===== config.mk =====
export PLATFORM = sky130hd
export DESIGN_NAME = lagd_region_decoder
export DESIGN_NICKNAME = d
export VERILOG_FILES = /design/src/rtl/lagd_pkg.sv /design/src/rtl/lagd_region_match.sv /design/src/rtl/lagd_region_decoder.sv
export SDC_FILE = /design/constraint.sdc
export NUM_CORES = 2
export LEC_CHECK = 0
export CORE_MARGIN = 10
export CORE_UTILIZATION = 50
export DETAILED_ROUTE_END_ITERATION = 8
export GPL_TIMING_DRIVEN = 0
export PLACE_DENSITY_LB_ADDON = 0.1
export RECOVER_POWER = 25
export SLEW_MARGIN = 20
export SYNTH_ARGS = -nofsm -noshare
export SYNTH_HDL_FRONTEND = slang
export SYNTH_HIERARCHICAL = 1
export SYNTH_SLANG_ARGS = --single-unit

===== constraint.sdc =====
create_clock -name clk_i -period 5.2 [get_ports clk_i]
set_input_delay 1.04 -clock clk_i [delete_from_list [all_inputs] [get_ports clk_i]]
set_output_delay 1.04 -clock clk_i [all_outputs]
set_load 0.005 [all_outputs]

===== src/rtl/lagd_pkg.sv =====
// Shared types and defaults for the LAGD run-time programmable region decoder.
package lagd_pkg;

  localparam int unsigned RegionAddrWidth = 48;
  localparam int unsigned RegionIdxWidth  = 4;
  localparam int unsigned RegionNumRules  = 8;

  typedef enum logic [1:0] {
    RegionFieldStart  = 2'd0,
    RegionFieldEnd    = 2'd1,
    RegionFieldIdx    = 2'd2,
    RegionFieldEnable = 2'd3
  } region_field_e;

  typedef struct packed {
    logic [RegionAddrWidth-1:0] start_addr;
    logic [RegionAddrWidth-1:0] end_addr;
    logic [RegionIdxWidth-1:0]  idx;
    logic                       en;
  } region_rule_t;

endpackage


===== src/rtl/lagd_region_match.sv =====
// Combinational rule comparators and lowest-rule-wins priority encoder.
module lagd_region_match
  import lagd_pkg::*;
#(
  parameter int unsigned NumRules = RegionNumRules,
  localparam int unsigned RuleW   = (NumRules > 1) ? $clog2(NumRules) : 1
) (
  input  region_rule_t               i_rules [NumRules],
  input  logic [RegionAddrWidth-1:0] i_addr,
  output logic                       o_hit,
  output logic [RuleW-1:0]           o_win_num,
  output region_rule_t               o_win_rule
);

  // NOTE: every output gets a default before the loop, otherwise a path
  // with no match would hold the old value and infer a latch.
  always_comb begin
    o_hit      = 1'b0;
    o_win_num  = '0;
    o_win_rule = '0;
    // Walk from the highest rule down so the lowest matching rule lands last.
    for (int i = int'(NumRules) - 1; i >= 0; i--) begin
      if (i_rules[i].en &&
          (i_addr >= i_rules[i].start_addr) &&
          (i_addr <= i_rules[i].end_addr)) begin
        o_hit      = 1'b1;
        o_win_num  = RuleW'(i);
        o_win_rule = i_rules[i];
      end
    end
  end

endmodule


===== src/rtl/lagd_region_decoder.sv =====
// Run-time programmable address-region decoder with lockable rule table.
// Optional LAGD_REGION_OFFSET_EN adds rsp_offset_o (address minus matched start).
module lagd_region_decoder
  import lagd_pkg::*;
#(
  parameter int unsigned          NumRules  = RegionNumRules,
  parameter int unsigned          AddrWidth = RegionAddrWidth,
  parameter int unsigned          IdxWidth  = RegionIdxWidth,
  parameter logic [IdxWidth-1:0]  ErrIdx    = '1,
  localparam int unsigned         RuleW     = (NumRules > 1) ? $clog2(NumRules) : 1
) (
  input  logic                 clk_i,
  input  logic                 rst_i,
  input  logic                 cfg_we_i,
  input  logic [RuleW-1:0]     cfg_rule_i,
  input  logic [1:0]           cfg_field_i,
  input  logic [AddrWidth-1:0] cfg_wdata_i,
  input  logic                 cfg_lock_i,
  output logic                 locked_o,
  output logic                 cfg_err_o,
  input  logic                 req_valid_i,
  output logic                 req_ready_o,
  input  logic [AddrWidth-1:0] req_addr_i,
  output logic                 rsp_valid_o,
  input  logic                 rsp_ready_i,
  output logic [IdxWidth-1:0]  rsp_idx_o,
  output logic                 rsp_hit_o,
`ifdef LAGD_REGION_OFFSET_EN
  output logic [AddrWidth-1:0] rsp_offset_o,
`endif
  output logic [15:0]          miss_cnt_o
);

  region_rule_t         r_rules [NumRules];
  logic                 r_locked;
  logic                 r_cfg_err;
  logic                 r_rsp_valid;
  logic [IdxWidth-1:0]  r_rsp_idx;
  logic                 r_rsp_hit;
  logic [15:0]          r_miss_cnt;

  logic                 w_rule_ok;
  logic                 w_bad_enable;
  logic                 w_wr_reject;
  logic                 w_wr_apply;
  logic                 w_accept;
  logic                 w_hit;
  logic [RuleW-1:0]     w_win_num;
  region_rule_t         w_win_rule;
  region_field_e        w_field;
  logic                 w_unused;

  assign w_field      = region_field_e'(cfg_field_i);
  assign w_rule_ok    = 32'(cfg_rule_i) < NumRules;
  assign w_bad_enable = (w_field == RegionFieldEnable) && cfg_wdata_i[0] &&
                        (r_rules[cfg_rule_i].start_addr > r_rules[cfg_rule_i].end_addr);
  assign w_wr_reject  = cfg_we_i && (r_locked || !w_rule_ok || w_bad_enable);
  assign w_wr_apply   = cfg_we_i && !w_wr_reject;

  assign req_ready_o  = !r_rsp_valid || rsp_ready_i;
  assign w_accept     = req_valid_i && req_ready_o;

  // Lookups see the registered table, so a same-cycle write only affects later requests.
  lagd_region_match #(
    .NumRules (NumRules)
  ) u_match (
    .i_rules    (r_rules),
    .i_addr     (RegionAddrWidth'(req_addr_i)),
    .o_hit      (w_hit),
    .o_win_num  (w_win_num),
    .o_win_rule (w_win_rule)
  );

  // NOTE: sequential state is assigned with non-blocking <= only, so every
  // register samples pre-edge values regardless of statement order.
  always_ff @(posedge clk_i) begin
    if (rst_i) begin
      for (int i = 0; i < int'(NumRules); i++) r_rules[i] <= '0;
      r_locked  <= 1'b0;
      r_cfg_err <= 1'b0;
    end else begin
      r_cfg_err <= w_wr_reject;
      r_locked  <= r_locked | cfg_lock_i;
      if (w_wr_apply) begin
        unique case (w_field)
          RegionFieldStart:  r_rules[cfg_rule_i].start_addr <= RegionAddrWidth'(cfg_wdata_i);
          RegionFieldEnd:    r_rules[cfg_rule_i].end_addr   <= RegionAddrWidth'(cfg_wdata_i);
          RegionFieldIdx:    r_rules[cfg_rule_i].idx        <= RegionIdxWidth'(cfg_wdata_i[IdxWidth-1:0]);
          RegionFieldEnable: r_rules[cfg_rule_i].en         <= cfg_wdata_i[0];
          default: ;
        endcase
      end
    end
  end

`ifdef LAGD_REGION_OFFSET_EN
  logic [AddrWidth-1:0] r_rsp_offset;
  logic [AddrWidth-1:0] w_offset;

  assign w_offset = w_hit ? AddrWidth'(RegionAddrWidth'(req_addr_i) - w_win_rule.start_addr)
                          : '0;

  always_ff @(posedge clk_i) begin
    if (rst_i)         r_rsp_offset <= '0;
    else if (w_accept) r_rsp_offset <= w_offset;
  end

  assign rsp_offset_o = r_rsp_offset;
`endif

  // Response fields only change on acceptance, which keeps them stable under backpressure.
  always_ff @(posedge clk_i) begin
    if (rst_i) begin
      r_rsp_valid <= 1'b0;
      r_rsp_idx   <= '0;
      r_rsp_hit   <= 1'b0;
      r_miss_cnt  <= '0;
    end else begin
      if (w_accept) begin
        r_rsp_valid <= 1'b1;
        r_rsp_hit   <= w_hit;
        r_rsp_idx   <= w_hit ? IdxWidth'(w_win_rule.idx) : ErrIdx;
        if (!w_hit && (r_miss_cnt != 16'hFFFF)) r_miss_cnt <= r_miss_cnt + 16'd1;
      end else if (rsp_ready_i) begin
        r_rsp_valid <= 1'b0;
      end
    end
  end

  assign w_unused = ^{w_win_num, w_win_rule.start_addr, w_win_rule.end_addr, w_win_rule.en};

  assign locked_o    = r_locked;
  assign cfg_err_o   = r_cfg_err;
  assign rsp_valid_o = r_rsp_valid;
  assign rsp_idx_o   = r_rsp_idx;
  assign rsp_hit_o   = r_rsp_hit;
  assign miss_cnt_o  = r_miss_cnt;

endmodule

==> flow_metrics.env <==
export IMPL_status="finished with violations"
export IMPL_violations="max-capacitance violations, max-slew violations, negative setup slack"
export IMPL_crit_buf_inv=6
export IMPL_dp_cells=8779
export IMPL_critical_path_max_stage_delay_ps=520
export IMPL_fmax_mhz=186
export IMPL_drtIter0Drc=9693
export IMPL_area_growth_pct=13.7
export IMPL_syn_avg_cell_area_um2=7.42
export IMPL_dp_hpwl_um=221000
export IMPL_final_cells=8994
export IMPL_syn_area_um2=54000
export IMPL_synthCells=7272
export IMPL_gp_congestion=1.06
export IMPL_hold_violations=0
export IMPL_nets=8421
export IMPL_relSlewSlack_pct=-6.72
export IMPL_drc=0
export IMPL_cts_tree="done"
export IMPL_ys_warn_count=6
export IMPL_final_util_pct=57.3
export IMPL_crit_path_cell_trace="dlygate4sd2_1, clkbuf_2, and2_1, clkbuf_1, clkbuf_4, clkbuf_4, a22oi_1, nand4_1, ha_1, and2_4, a221o_1, a22oi_2, o211ai_4, a2111oi_4, buf_4, nor2_1, o211a_1"
export IMPL_reg2reg_slack_ps=120
export IMPL_worstPathMaxFanout=10
export IMPL_die_w_um=349
export IMPL_leakagePower_nw=21.1
export IMPL_critPathSlowestCell="clkbuf_4"
export IMPL_critPathRequiredTime_ps=5750
export IMPL_core_area_um2=107000
export IMPL_holdCritPathClass="flip-flop to flip-flop"
export IMPL_io_pins=132
export IMPL_ant_nets=0
export IMPL_via_count=59700
export IMPL_crit_family="buffers and inverters"
export IMPL_grt_pass1_vias=53800
export IMPL_fin_skew_ps=22.5
export IMPL_wl_per_cell_um=33.5
export IMPL_layout_setup_ws_ps=-165
export IMPL_max_cap_viol_count=2
export IMPL_cts_buffer_depth=3
export IMPL_dieArea_um2=121000
export IMPL_rows=120
export IMPL_clk_latency_ps=740
export IMPL_timing_final_crit_period_ps=5370
export IMPL_cts_reportedPaths_clkPinSlew_ps=60
export IMPL_htree_levels=3
export IMPL_whs_path_depth=2
export IMPL_cts_buffers=98
export IMPL_p_total_mw=16.4
export IMPL_r2r_end="miss_cnt_o[15]"
export IMPL_grt_max_degree=17
export IMPL_drive_above_1_share_pct=6.60
export IMPL_die_h_um=349
export IMPL_synthesis_nets=8196
export IMPL_grt_pass1_wl_um=406000
export IMPL_reg2reg_depth=19
export IMPL_ir_drop_mv=0.256
export IMPL_antenna_found_initial=30
export IMPL_cts_root_buf="clkbuf_16"
export IMPL_gr_total_overflow=0
export IMPL_path_common_cell="clkbuf_4"
export IMPL_cp_end_kind="flip-flop"
export IMPL_port_buffers=86
export IMPL_arrival_ps=5910
export IMPL_criticalPathCategory="primary input to flip-flop"
export IMPL_grtUsageTotal_pct=47.1
export IMPL_drt_wl_total_um=301000
export IMPL_slew_violations=20
export IMPL_fill_cells=10400
export IMPL_viasPerCell=6.64
export IMPL_cts_sinks=832
export IMPL_start_util_pct=50.4
export IMPL_crit_path_start_kind="primary input"
export IMPL_detail_route_first_pass_iterations=8
export IMPL_tightest_slew_ps=1600
export IMPL_finalSetupViolations=12
export IMPL_finalCritPeriodShare_pct=103
export IMPL_pwr_density_cell_nw_per_um2=267
-- repair_timing --
| item | 4_1_cts | 5_1_grt |
|---|---|---|
| hold buffers | 0 | 0 |
| hold endpoints to repair | 0 | 0 |
| pin swaps | 12 | 11 |
| setup buffers | 12 | 8 |
| resized for setup | 279 | 61 |
| gates cloned | 1 | 0 |
| setup endpoints to repair | 30 | 29 |
-- per-stage QoR --
stage	worst slack, ps	TNS (ps)	cell area (µm²)	hold slack, ps
after CTS	3.62	0	61300	452
after detailed placement	-2510	-68120	57000	443
after global placement	-3770	-97460	56600	441
final	-165	-558	61400	452
after global routing	-34.7	-66.4	61300	469
after floorplan	603	0	54000	432
-- worst max path at each step --
stage,start,to,slack [ps],cells past startpoint
floorplan,req_addr_i[0],miss_cnt_o[12],600,19
finish,cfg_rule_i[2],cfg_err_o,-170,17
global route,req_addr_i[35],miss_cnt_o[13],-30,20
detailed placement,req_addr_i[10],miss_cnt_o[10],-2510,19
CTS,req_addr_i[10],miss_cnt_o[5],4,19
global placement,cfg_rule_i[1],flip-flop,-3770,15
-- layout by cell type (no fill, tap or decap), types with 15 or more instances in the layout --
master	instances
nand2_1	1772
a21oi_1	1059
dfxtp_1	832
ha_1	817
inv_1	782
clkbuf_1	315
a22oi_1	307
nand4_1	170
nor2_1	125
nand3_1	120
o21ai_0	114
clkbuf_16	100
and3_1	74
a21o_1	74
buf_2	70
a221oi_1	58
buf_4	56
nor3_1	45
clkbuf_4	44
a22o_1	43
o211ai_1	37
a211oi_1	34
clkbuf_8	33
clkbuf_2	32
dlygate4sd3_1	27
and4_1	24
buf_1	20
nor2b_1	19
clkinv_2	19
nand2b_1	18
diode_2	15
o21a_1	15
-- cell type report --
class	count	area [µm²]	area share [%]
diodes	15	37.5	0.0612
plain buffers	484	2390	3.89
clock buffers	133	2790	4.54
clock inverters	46	641	1.04
inverters	784	2950	4.80
multi-input cells	5172	32900	53.6
flip-flops and latches	832	16700	27.1
well taps	1403	1760	2.86
repair buffers	124	1250	2.03
repair inverters	1	5.00	0.00816
-- power by group --
part | leakage (nW) | switching [mW] | internal [mW]
clock | 1.68 | 3.17 | 4.45
combinational | 12.7 | 1.67 | 0.607
sequential | 6.71 | 0.0449 | 6.41
total | 21.1 | 4.88 | 11.5
-- tightest hold or removal path, cell delays in order (launching register included) --
cell	delay, ps
dfxtp_1	310
nand2_1	50
a21oi_1	50
-- routing by layer --
layer / global-route usage, % / wire (µm)
met5: 0.200 / 157
met4: 37.0 / 29400
met3: 18.8 / 45800
met2: 65.6 / 117000
met1: 57.0 / 109000
No activity file was read; power rests on OpenSTA's default activity.
